$ cat config.mk
export PLATFORM = sky130hd
export DESIGN_NAME = tx_interface
export DESIGN_NICKNAME = d
export VERILOG_FILES = /design/src/rtl/tx_interface.sv
export SDC_FILE = /design/constraint.sdc
export NUM_CORES = 1
export LEC_CHECK = 0
export ABC_AREA = 1
export BUFFER_PORTS_ARGS = -buffer_cell sky130_fd_sc_hd__buf_2
export CAP_MARGIN = 10
export CORE_ASPECT_RATIO = 0.75
export CORE_MARGIN = 2
export CORE_UTILIZATION = 50
export CTS_CLUSTER_SIZE = 24
export DETAILED_ROUTE_END_ITERATION = 6
export MAX_ROUTING_LAYER = met4
export PLACE_DENSITY = 0.73
export SLEW_MARGIN = 20
export SYNTH_ARGS = -nofsm -noshare
export SYNTH_HDL_FRONTEND = slang
export SYNTH_SLANG_ARGS = --single-unit
$ cat constraint.sdc
create_clock -name clk -period 1.5 [get_ports clk]
set_clock_uncertainty 0.1 [all_clocks]
set_input_delay 0.15 -clock clk [delete_from_list [all_inputs] [get_ports clk]]
set_output_delay 0.15 -clock clk [all_outputs]
set_load 0.05 [all_outputs]
$ cat src/rtl/tx_interface.sv
// Return path of the UART calculator: converts a latched 8-bit ALU result to
// decimal ASCII and streams the digits plus a terminator byte to uart_tx.
module tx_interface #(
    parameter int         DBIT      = 8,
    parameter logic [7:0] END_CHAR  = 8'd10,
    parameter bit         LEAD_ZERO = 1'b1
) (
    input  logic            clk,
    input  logic            reset,
    input  logic            start,
    input  logic [DBIT-1:0] result,
    input  logic            tx_done_tick,
    output logic [7:0]      din,
    output logic            tx_start,
    output logic            rd,
    output logic            busy
);

    typedef enum logic [2:0] {
        IDLE,
        CONV,
        LOAD,
        WAIT_DONE,
        ACK,
        REARM
    } state_t;

    state_t     state_q, state_n;
    logic [7:0] value_q, value_n;
    logic [1:0] hund_q, hund_n;
    logic [3:0] tens_q, tens_n;
    logic [3:0] ones_q, ones_n;
    logic [1:0] pos_q, pos_n;
    logic [7:0] din_n;
    logic       tx_start_n;
    logic       rd_n;
    logic       busy_n;

    // Sequence positions: 0 = hundreds, 1 = tens, 2 = ones, 3 = terminator.
    function automatic logic [7:0] seq_byte(input logic [1:0] pos,
                                            input logic [1:0] h,
                                            input logic [3:0] t,
                                            input logic [3:0] o);
        logic [7:0] b;
        case (pos)
            2'd0:    b = 8'd48 + {6'd0, h};
            2'd1:    b = 8'd48 + {4'd0, t};
            2'd2:    b = 8'd48 + {4'd0, o};
            default: b = END_CHAR;
        endcase
        return b;
    endfunction

    function automatic logic [1:0] first_pos(input logic [1:0] h,
                                             input logic [3:0] t);
        logic [1:0] p;
        if (LEAD_ZERO || h != 2'd0) begin
            p = 2'd0;
        end else if (t != 4'd0) begin
            p = 2'd1;
        end else begin
            p = 2'd2;
        end
        return p;
    endfunction

    always_comb begin
        state_n    = state_q;
        value_n    = value_q;
        hund_n     = hund_q;
        tens_n     = tens_q;
        ones_n     = ones_q;
        pos_n      = pos_q;
        din_n      = din;
        tx_start_n = 1'b0;
        rd_n       = 1'b0;

        case (state_q)
            IDLE: begin
                if (start) begin
                    value_n = 8'(result);
                    hund_n  = 2'd0;
                    tens_n  = 4'd0;
                    ones_n  = 4'd0;
                    pos_n   = 2'd0;
                    state_n = CONV;
                end
            end
            // Repeated subtraction, one step per cycle; the final step
            // already prepares the first byte so tx_start is registered.
            CONV: begin
                if (value_q >= 8'd100) begin
                    value_n = value_q - 8'd100;
                    hund_n  = hund_q + 2'd1;
                end else if (value_q >= 8'd10) begin
                    value_n = value_q - 8'd10;
                    tens_n  = tens_q + 4'd1;
                end else begin
                    ones_n     = value_q[3:0];
                    pos_n      = first_pos(hund_q, tens_q);
                    din_n      = seq_byte(pos_n, hund_q, tens_q, value_q[3:0]);
                    tx_start_n = 1'b1;
                    state_n    = LOAD;
                end
            end
            LOAD: begin
                state_n = WAIT_DONE;
            end
            WAIT_DONE: begin
                if (tx_done_tick) begin
                    if (pos_q == 2'd3) begin
                        rd_n    = 1'b1;
                        state_n = ACK;
                    end else begin
                        pos_n      = pos_q + 2'd1;
                        din_n      = seq_byte(pos_n, hund_q, tens_q, ones_q);
                        tx_start_n = 1'b1;
                        state_n    = LOAD;
                    end
                end
            end
            ACK: begin
                state_n = REARM;
            end
            REARM: begin
                if (!start) begin
                    state_n = IDLE;
                end
            end
            default: begin
                state_n = IDLE;
            end
        endcase

        busy_n = (state_n != IDLE);
    end

    always_ff @(posedge clk or negedge reset) begin
        if (!reset) begin
            state_q  <= IDLE;
            value_q  <= 8'd0;
            hund_q   <= 2'd0;
            tens_q   <= 4'd0;
            ones_q   <= 4'd0;
            pos_q    <= 2'd0;
            din      <= 8'd0;
            tx_start <= 1'b0;
            rd       <= 1'b0;
            busy     <= 1'b0;
        end else begin
            state_q  <= state_n;
            value_q  <= value_n;
            hund_q   <= hund_n;
            tens_q   <= tens_n;
            ones_q   <= ones_n;
            pos_q    <= pos_n;
            din      <= din_n;
            tx_start <= tx_start_n;
            rd       <= rd_n;
            busy     <= busy_n;
        end
    end

endmodule

### Word-level counts from Yosys, hierarchy flattened

Cells that the tools add are included.

| storage, ports and cells | value |
|---|---|
| output and inout bits | 11 |
| logic and storage cells | 96 |
| flip-flop bits (word level) | 34 |

| operators by class | value |
|---|---|
| muxes and demuxes | 44 |
| $lt $le $gt $ge | 2 |
| reductions and logical operators | 13 |
| equal/unequal tests | 18 |
| $add $sub $neg | 9 |

Operators by type and width:

| operator | number |
|---|---|
| 8-bit 2-to-1 mux | 7 |
| 7-bit one-hot mux with 3 select lines | 2 |
| 8-bit one-hot mux with 2 select lines | 2 |
| 6-bit by 4-bit adder with 7-bit output, first input constant | 3 |
| 4-bit 2-to-1 mux | 5 |
| 2-bit 2-to-1 mux | 9 |
| 3-bit 2-to-1 mux | 6 |
| 3-bit one-hot mux with 6 select lines | 1 |
| 4-bit one-hot mux with 2 select lines | 2 |
| 2-bit inequality test, second input constant | 7 |
| 8-bit by 4-bit greater-or-equal comparator with 1-bit output, second input constant | 1 |
| 8-bit by 7-bit greater-or-equal comparator with 1-bit output, second input constant | 1 |
| 4-bit AND reduction | 2 |
| 8-bit by 4-bit subtractor with 8-bit output, second input constant | 1 |
| 8-bit by 7-bit subtractor with 8-bit output, second input constant | 1 |
| 6-bit by 2-bit adder with 7-bit output, first input constant | 1 |
| 1-bit 2-to-1 mux | 7 |
| 2-bit equality test, second input constant | 3 |
| 3-bit by 2-bit equality test with 1-bit output, second input constant | 2 |
| 3-bit equality test, second input constant | 2 |
| 2-bit one-hot mux with 3 select lines | 1 |
| 3-bit AND reduction | 2 |
| 6-bit AND reduction | 1 |
| 3-bit nonzero test | 2 |
| other kinds (11) | 15 |

### Longest topological paths before layout

Gate-level depths: netlist of run 1.

| depth | value |
|---|---|
| depth in word-level cells | 9 |
| depth in mapped cells | 11 |
| depth with buffers taken out | 11 |

### Worst setup path after synthesis of run 1

OpenSTA, ideal clock, no wires.

| timing path | value |
|---|---|
| path kind | reg2reg |
| start point | register value_q[2] |
| end point | register ones_q[3] |
| period minus slack after synthesis | 1.626 ns |
| setup slack | -0.126 ns |
| arrival time | 1.405 ns |
| buffers on the path | 1 |
| stages on the path, launching flop included | 10 |
| data required time | 1.279 ns |
| path through | dfrtp_1 > inv_1 > ha_1 > nand2_1 > nand2_1 > nor2_1 > nand2_2 > buf_4 > o21ai_1 > a21oi_1 |

| on the way | value |
|---|---|
| cells in the longest elaborated chain, start to end | 3 |
| elaborated cells between the ends (all ways) | 5 |
| those cells by class | order compare: 2; eq/ne: 2; reduce/logical: 1 |

Ends and longest elaborated chain:

| element | line | text |
|---|---|---|
| start, declared | 29 | `logic [7:0] value_q, value_n;` |
| start signal, assigned | 152 | `value_q <= value_n;` |
| 8-bit by 4-bit greater-or-equal comparator with 1-bit output / 8-bit by 7-bit greater-or-equal comparator with 1-bit output (equally long branches) | 95, 92 |  |
| 2-bit inequality test (no line) | n/a |  |
| 4-bit AND reduction (no line) (*) | n/a |  |
| end signal, assigned | 155 | `ones_q <= ones_n;` |
| end, declared | 32 | `logic [3:0] ones_q, ones_n;` |

Every way passes the cells marked *; elsewhere a longest branch is shown, timed or not.
A chain may end at the register's enable or synchronous reset.

### Worst setup path in the final report of run 1

| timing path | value |
|---|---|
| start point | register value_q[3] |
| end point | register value_q[1] |

| on the way | value |
|---|---|
| cells in the longest elaborated chain, start to end | 3 |
| elaborated cells between the ends (all ways) | 6 |
| those cells by class | order compare: 2; eq/ne: 1; mux: 2; reduce/logical: 1 |

Ends and longest elaborated chain:

| element | line |
|---|---|
| 8-bit by 7-bit greater-or-equal comparator with 1-bit output / 8-bit by 4-bit greater-or-equal comparator with 1-bit output (equally long branches) | 92, 95 |
| 3-bit inequality test (no line) / 8-bit 2-to-1 mux (equally long branches) | n/a |
| 3-bit AND reduction (no line) / 8-bit one-hot mux with 2 select lines (equally long branches) | n/a |

Several ways; a longest one is shown, not always the timed one.

==> results of run 1 <==
[power breakdown]
| part | switching (W) | internal [W] |
|---|---|---|
| clock | 0.000332 | 0.000417 |
| combinational | 0.00273 | 0.00194 |
| sequential | 0.000354 | 0.00118 |
| total | 0.00341 | 0.00354 |
[cell usage after synthesis, types with 2 or more instances]
library cell / n
nand2_1: 72
a21oi_1: 7
xor2_1: 4
nand3_4: 3
nand2_4: 3
o21a_1: 2
nor2_2: 2
o21ai_0: 10
buf_4: 5
nand2_2: 6
o21ai_1: 9
nand3_2: 2
xnor2_1: 3
or2_2: 2
nand3_1: 18
dfrtp_1: 31
nor3_1: 2
inv_1: 25
ha_1: 11
inv_2: 4
nor2_1: 23
nand4_1: 4
[worst max-delay path, stage by stage, from the launching register on]
cell     delay, ps
dfrtp_2        480
inv_2          110
ha_4           150
nand2_4         60
nand2_4         90
nand3_4        120
nand2_4        120
nand3_4        130
inv_4          100
nand2_1         50
nand2_1         60
[metal layers]
metal / vias to the layer above / wire, µm / global-route usage, %
li1: 966 / - / -
met1: 935 / 2510 / 32.3
met2: 39 / 2450 / 39.0
met3: 4 / 210 / 4.75
met4: 0 / 24 / 7.79
met5: - / 0 / -
[timing repair]
| item | 4_1_cts | 5_1_grt |
|---|---|---|
| gates cloned | 2 | 0 |
| hold buffers | 2 | 0 |
| pin swaps | 16 | 12 |
| hold endpoints to repair | 32 | 0 |
| endpoints found under the setup margin | 27 | 28 |
| setup buffers | 6 | 6 |
| gates resized for setup | 25 | 33 |
[flip-flops by register name (all words and copies together), names as in the netlist]
| register | count |
|---|---|
| rd | 1 |
| pos_q | 2 |
| value_q | 8 |
| state_q | 3 |
| tens_q | 4 |
| tx_start | 1 |
| din | 5 |
| ones_q | 4 |
| busy | 1 |
| hund_q | 2 |
[layout make-up]
class | instances | area, µm² | share of cell area, %
clock buffer | 7 | 96.3 | 3.37
clock inverter | 1 | 7.51 | 0.263
inverter | 31 | 128 | 4.46
multi-input combinational | 194 | 1290 | 45.1
sequential | 31 | 779 | 27.3
tap | 52 | 65.1 | 2.28
timing repair buffer | 66 | 493 | 17.2
[placed cells by master (no fill, tap or decap), types with 4 or more instances in the layout]
cell type	count
nand3_2	6
o21ai_1	6
inv_2	9
ha_1	7
dfrtp_1	28
xor2_1	4
nand2_4	9
buf_6	6
o21ai_0	8
clkbuf_8	7
nand4_1	4
buf_4	36
nor2_1	14
nor2_4	5
nand2_1	63
a21oi_1	5
nor2_2	6
buf_2	20
nand3_1	15
nand2_2	10
inv_1	18
[worst max-delay path by stage]
stage	startpoint	end	slack, ps	cells after the start
after floorplan	value_q[2]	tens_q[0]	-10	9
after global placement	value_q[2]	busy	-130	9
after detailed placement	value_q[2]	ones_q[3]	-170	9
after CTS	value_q[2]	value_q[1]	-130	10
after global routing	value_q[3]	value_q[1]	-220	10
final	value_q[3]	value_q[1]	-140	10
[stage by stage]
stage                     total power [W]  utilization [%]
after global routing              0.00747             76.6
final                             0.00695             76.6
after CTS                         0.00641             72.3
after global placement            0.00515             64.8
after floorplan                   0.00405                -
after detailed placement          0.00523             64.8
[logic make-up (layout without fill, tap and decap cells)]
| family | count (synthesis) | after routing | synth area share (%) |
|---|---|---|---|
| mux | 1 | 1 | 0.565 |
| fa+ha+maj | 11 | 11 | 6.91 |
| flops | 31 | 31 | 38.9 |
| other cells | 1 | 2 | 0.188 |
| compound gates | 33 | 33 | 9.23 |
| xor+xnor | 7 | 7 | 3.08 |
| buf+inv | 37 | 105 | 8.16 |
| simple gates | 138 | 140 | 33.0 |
==> impl_metrics.env, run 1 <==
export IMPL_status="complete, but fails checks"
export IMPL_violations="setup timing"
export IMPL_groute_usage_overall_pct=24.6
export IMPL_synth_area_top_cells="dfrtp_1 39%, nand2_1 14%, ha_1 6.9%"
export IMPL_grt_antenna_before_repair=0
export IMPL_setup_tns_ps=-2180
export IMPL_crit_type="flip-flop to flip-flop"
export IMPL_drive_gt1_share_pct=43.3
export IMPL_dp_hpwl_mm=3.51
export IMPL_rsz0062_at_grt="true"
export IMPL_hold_end="rd"
export IMPL_r2r_setup_slack_ps=-140
export IMPL_worstPathArrival_ps=1770
export IMPL_holdWs_ps=55.7
export IMPL_finalInstanceArea_mm2=0.00286
export IMPL_wl_per_cell_um=13.6
export IMPL_drt_iter0_markers=129
export IMPL_gp_congestion=0.931
export IMPL_crit_path_max_fanout=8
export IMPL_grt_pass1_wl_mm=8.36
export IMPL_slew_viol_final=0
export IMPL_drv_cap=0
export IMPL_end_kind="flip-flop"
export IMPL_syn_inst=259
export IMPL_place_inst=358
export IMPL_setup_viol=27
export IMPL_async_flop_share_pct=100
export IMPL_clock_sinks=31
export IMPL_setup_ws_ps=-140
export IMPL_cts_tree="done"
export IMPL_io_pins=23
export IMPL_cts_root_buf="clkbuf_8"
export IMPL_power_density_mw_per_mm2=2430
export IMPL_nNetsFinal=352
export IMPL_period_share_pct=109
export IMPL_ant_nets=0
export IMPL_cts_max_level=2
export IMPL_route_detailed_drc=0
export IMPL_die_area_mm2=0.00451
export IMPL_worstReg2RegEnd="value_q[1]"
export IMPL_period_minus_slack_ps=1640
export IMPL_vias=1944
export IMPL_area_delta_synth_final_pct=43.4
export IMPL_first_pass_iters=4
export IMPL_vdd_drop_max_v=0.00159
export IMPL_n_fill_cell=262
export IMPL_synthFlopType="dfrtp_1"
export IMPL_start_util_pct=53.4
export IMPL_yosys_warnings=0
export IMPL_leakagePower_nw=1.47
export IMPL_die_w_um=76.9
export IMPL_reg2reg_depth=10
export IMPL_die_y_um=58.7
export IMPL_dp_slack_ps=-171
export IMPL_clk_pin_slew_ps=70
export IMPL_netlist_area_mm2=0.00199
export IMPL_syn_avg_cell_area_um2=7.70
export IMPL_wl_mm=5.19
export IMPL_hold_violations=0
export IMPL_rr_startpoint="value_q[3]"
export IMPL_synth_edff_count=0
export IMPL_portBuffers=20
export IMPL_yosys_area_top_type="dfrtp_1"
export IMPL_cp_start_kind="flip-flop"
export IMPL_vias_per_cell=5.09
export IMPL_synth_top_area_share_pct=38.9
export IMPL_numCtsBuffers=5
export IMPL_stdcell_count=382
export IMPL_min_path_type="input pin to flip-flop"
export IMPL_ys_ff_latch=31
export IMPL_dpl_instance_area_mm2=0.00242
export IMPL_core_area_mm2=0.00373
export IMPL_clk_latency_ps=290
export IMPL_grt_remaining_overflow=0
export IMPL_row_count=19
export IMPL_synth_cell_types=33
export IMPL_insertedDiodeCount=0
export IMPL_whs_path_depth=3
export IMPL_grt_pass1_vias=1834
export IMPL_crit_required_ps=1630
export IMPL_synth_seq_area_share_pct=38.9
export IMPL_grt_max_degree=32
export IMPL_clockBufferDepth=2
export IMPL_fmax_ghz=0.610
export IMPL_hold_start="tx_done_tick"
(Power assumes the default switching activity.)
==> inputs of run 2 (changes only) <==
Settings changed: HOLD_SLACK_MARGIN set to 0.1, MAX_ROUTING_LAYER met4 to not set.
==> impl_metrics.env, run 2 (same netlist as run 1, synthesis figures left out) <==
export IMPL_min_path_type="input pin to flip-flop"
export IMPL_finish_utilization_pct=79.0
export IMPL_rsz0062_at_grt="true"
export IMPL_p_int_w=0.00363
export IMPL_die_area_mm2=0.00451
export IMPL_io_pins=23
export IMPL_period_share_pct=110
export IMPL_rr_startpoint="value_q[2]"
export IMPL_crit_type="flip-flop to flip-flop"
export IMPL_fmax_ghz=0.606
export IMPL_holdWs_ps=106
export IMPL_cts_root_buf="clkbuf_8"
export IMPL_status="complete, but fails checks"
export IMPL_p_sw_share_pct=49.1
export IMPL_power_density_mw_per_mm2=2420
export IMPL_clk_pin_slew_ps=70
export IMPL_nNetsFinal=357
export IMPL_pwr_share_seq_pct=21.6
export IMPL_final_common_cell="nand2_1"
export IMPL_cp_start_kind="flip-flop"
export IMPL_die_w_um=76.9
export IMPL_cts_tree="done"
export IMPL_largest_reg_flops=8
export IMPL_insertedDiodeCount=0
export IMPL_portBuffers=20
export IMPL_final_cell_mix="64 x nand2_1, 35 x buf_4, 28 x dfrtp_1"
export IMPL_drt_iter0_markers=125
export IMPL_setup_viol=27
export IMPL_slew_viol_final=0
export IMPL_stdcell_count=387
export IMPL_vdd_drop_max_v=0.00169
export IMPL_cts_max_level=2
export IMPL_crit_path_max_fanout=4
export IMPL_violations="setup timing"
export IMPL_first_pass_iters=4
export IMPL_grt_pass1_vias=1854
export IMPL_grt_max_degree=32
export IMPL_ant_nets=0
export IMPL_groute_usage_overall_pct=24.0
export IMPL_power_frac_clock_pct=10.4
export IMPL_route_detailed_drc=0
export IMPL_grt_pass1_wl_mm=8.39
export IMPL_clock_sinks=31
export IMPL_drv_cap=0
export IMPL_leakagePower_nw=1.50
export IMPL_gp_congestion=0.915
export IMPL_grt_antenna_before_repair=0
export IMPL_clk_latency_ps=280
export IMPL_worstPathArrival_ps=1720
export IMPL_reg_top3="value_q x8, din x5"
export IMPL_hold_start="result[7]"
export IMPL_setup_ws_ps=-151
export IMPL_row_count=19
export IMPL_comb_power_share_pct=68.0
export IMPL_startpoint="value_q[2]"
export IMPL_drive_gt1_share_pct=43.3
export IMPL_die_y_um=58.7
export IMPL_area_delta_synth_final_pct=48.0
export IMPL_p_total_w=0.00714
export IMPL_wl_per_cell_um=14.1
export IMPL_core_area_mm2=0.00373
export IMPL_grt_remaining_overflow=0
export IMPL_place_inst=358
export IMPL_p_sw_w=0.00351
export IMPL_clockBufferDepth=2
export IMPL_wl_mm=5.44
export IMPL_period_minus_slack_ps=1650
export IMPL_vias=2002
export IMPL_dp_hpwl_mm=3.51
export IMPL_numCtsBuffers=5
export IMPL_dp_slack_ps=-171
export IMPL_start_util_pct=53.4
export IMPL_largest_register="value_q"
export IMPL_hold_violations=0
export IMPL_crit_required_ps=1570
export IMPL_vias_per_cell=5.17
export IMPL_end_kind="flip-flop"
==> run 2: cell count changes in the layout (fill, tap and decap cells not counted), sizes merged <==
cell and change:
dlygate4sd3 +5
==> run 2: cell type report <==
cell class / instances / area, µm²
flip-flops and latches: 31 / 779
well taps: 52 / 65.1
clock buffers: 7 / 96.3
clock inverters: 1 / 7.51
repair buffers: 71 / 547
inverters: 31 / 125
fillers: 243 / 782
multi-input cells: 194 / 1330
==> run 2: worst paths after layout <==
path                               to  slack [ps]  depth (start not counted)
setup / recovery             pos_q[0]        -150                         11
hold / removal             value_q[7]         110                          5
min in group asynchronous      din[3]         260                          3
hold reg to reg                din[0]         400                          2
setup reg to reg             pos_q[0]        -150                         11
max in group asynchronous  value_q[3]         870                          3
==> run 2: worst max-delay path, stage by stage, from the launching register on <==
cell     delay, ps
dfrtp_2        450
inv_4           80
ha_4           160
nand2_4         70
nand2_4         70
nor2_4         130
buf_6          120
nor2_4          30
nor2_2         100
nand3_1        110
nand2_1         70
o21ai_1         60
==> run 2: metal layers <==
layer	global-route usage [%]	wire length, µm	part of all wire (%)	vias to the layer above
li1	-	-	-	981
met5	0	0	0	-
met2	39.5	2670	49	63
met3	6.60	260	4.8	11
met1	32.2	2430	45	947
met4	5.45	79	1.5	0
==> run 2: timing repair <==
item	in CTS	in global routing
gates cloned	2	0
hold buffers	7	0
pin swaps	16	19
setup buffers	6	7
endpoints found under the hold margin	37	0
setup endpoints to repair	27	28
resized for setup	25	39
==> run 2: power groups by stage <==
stage          registers (W)  logic, W  clock network [W]
2_1_floorplan        0.00177   0.00228                  0
3_3_place_gp         0.00147   0.00368                  0
3_5_place_dp         0.00149   0.00374                  0
4_1_cts              0.00149   0.00418           0.000748
5_1_grt              0.00159   0.00526           0.000796
6_report             0.00154   0.00486           0.000741
==> run 2: metrics by stage <==
| step | instance area (µm²) | TNS, ps |
|---|---|---|
| detailed placement | 2420 | -3190 |
| CTS | 2750 | -2180 |
| finish | 2950 | -2810 |
| floorplan | 2050 | -48.9 |
| global placement | 2420 | -1760 |
| global route | 2950 | -4860 |
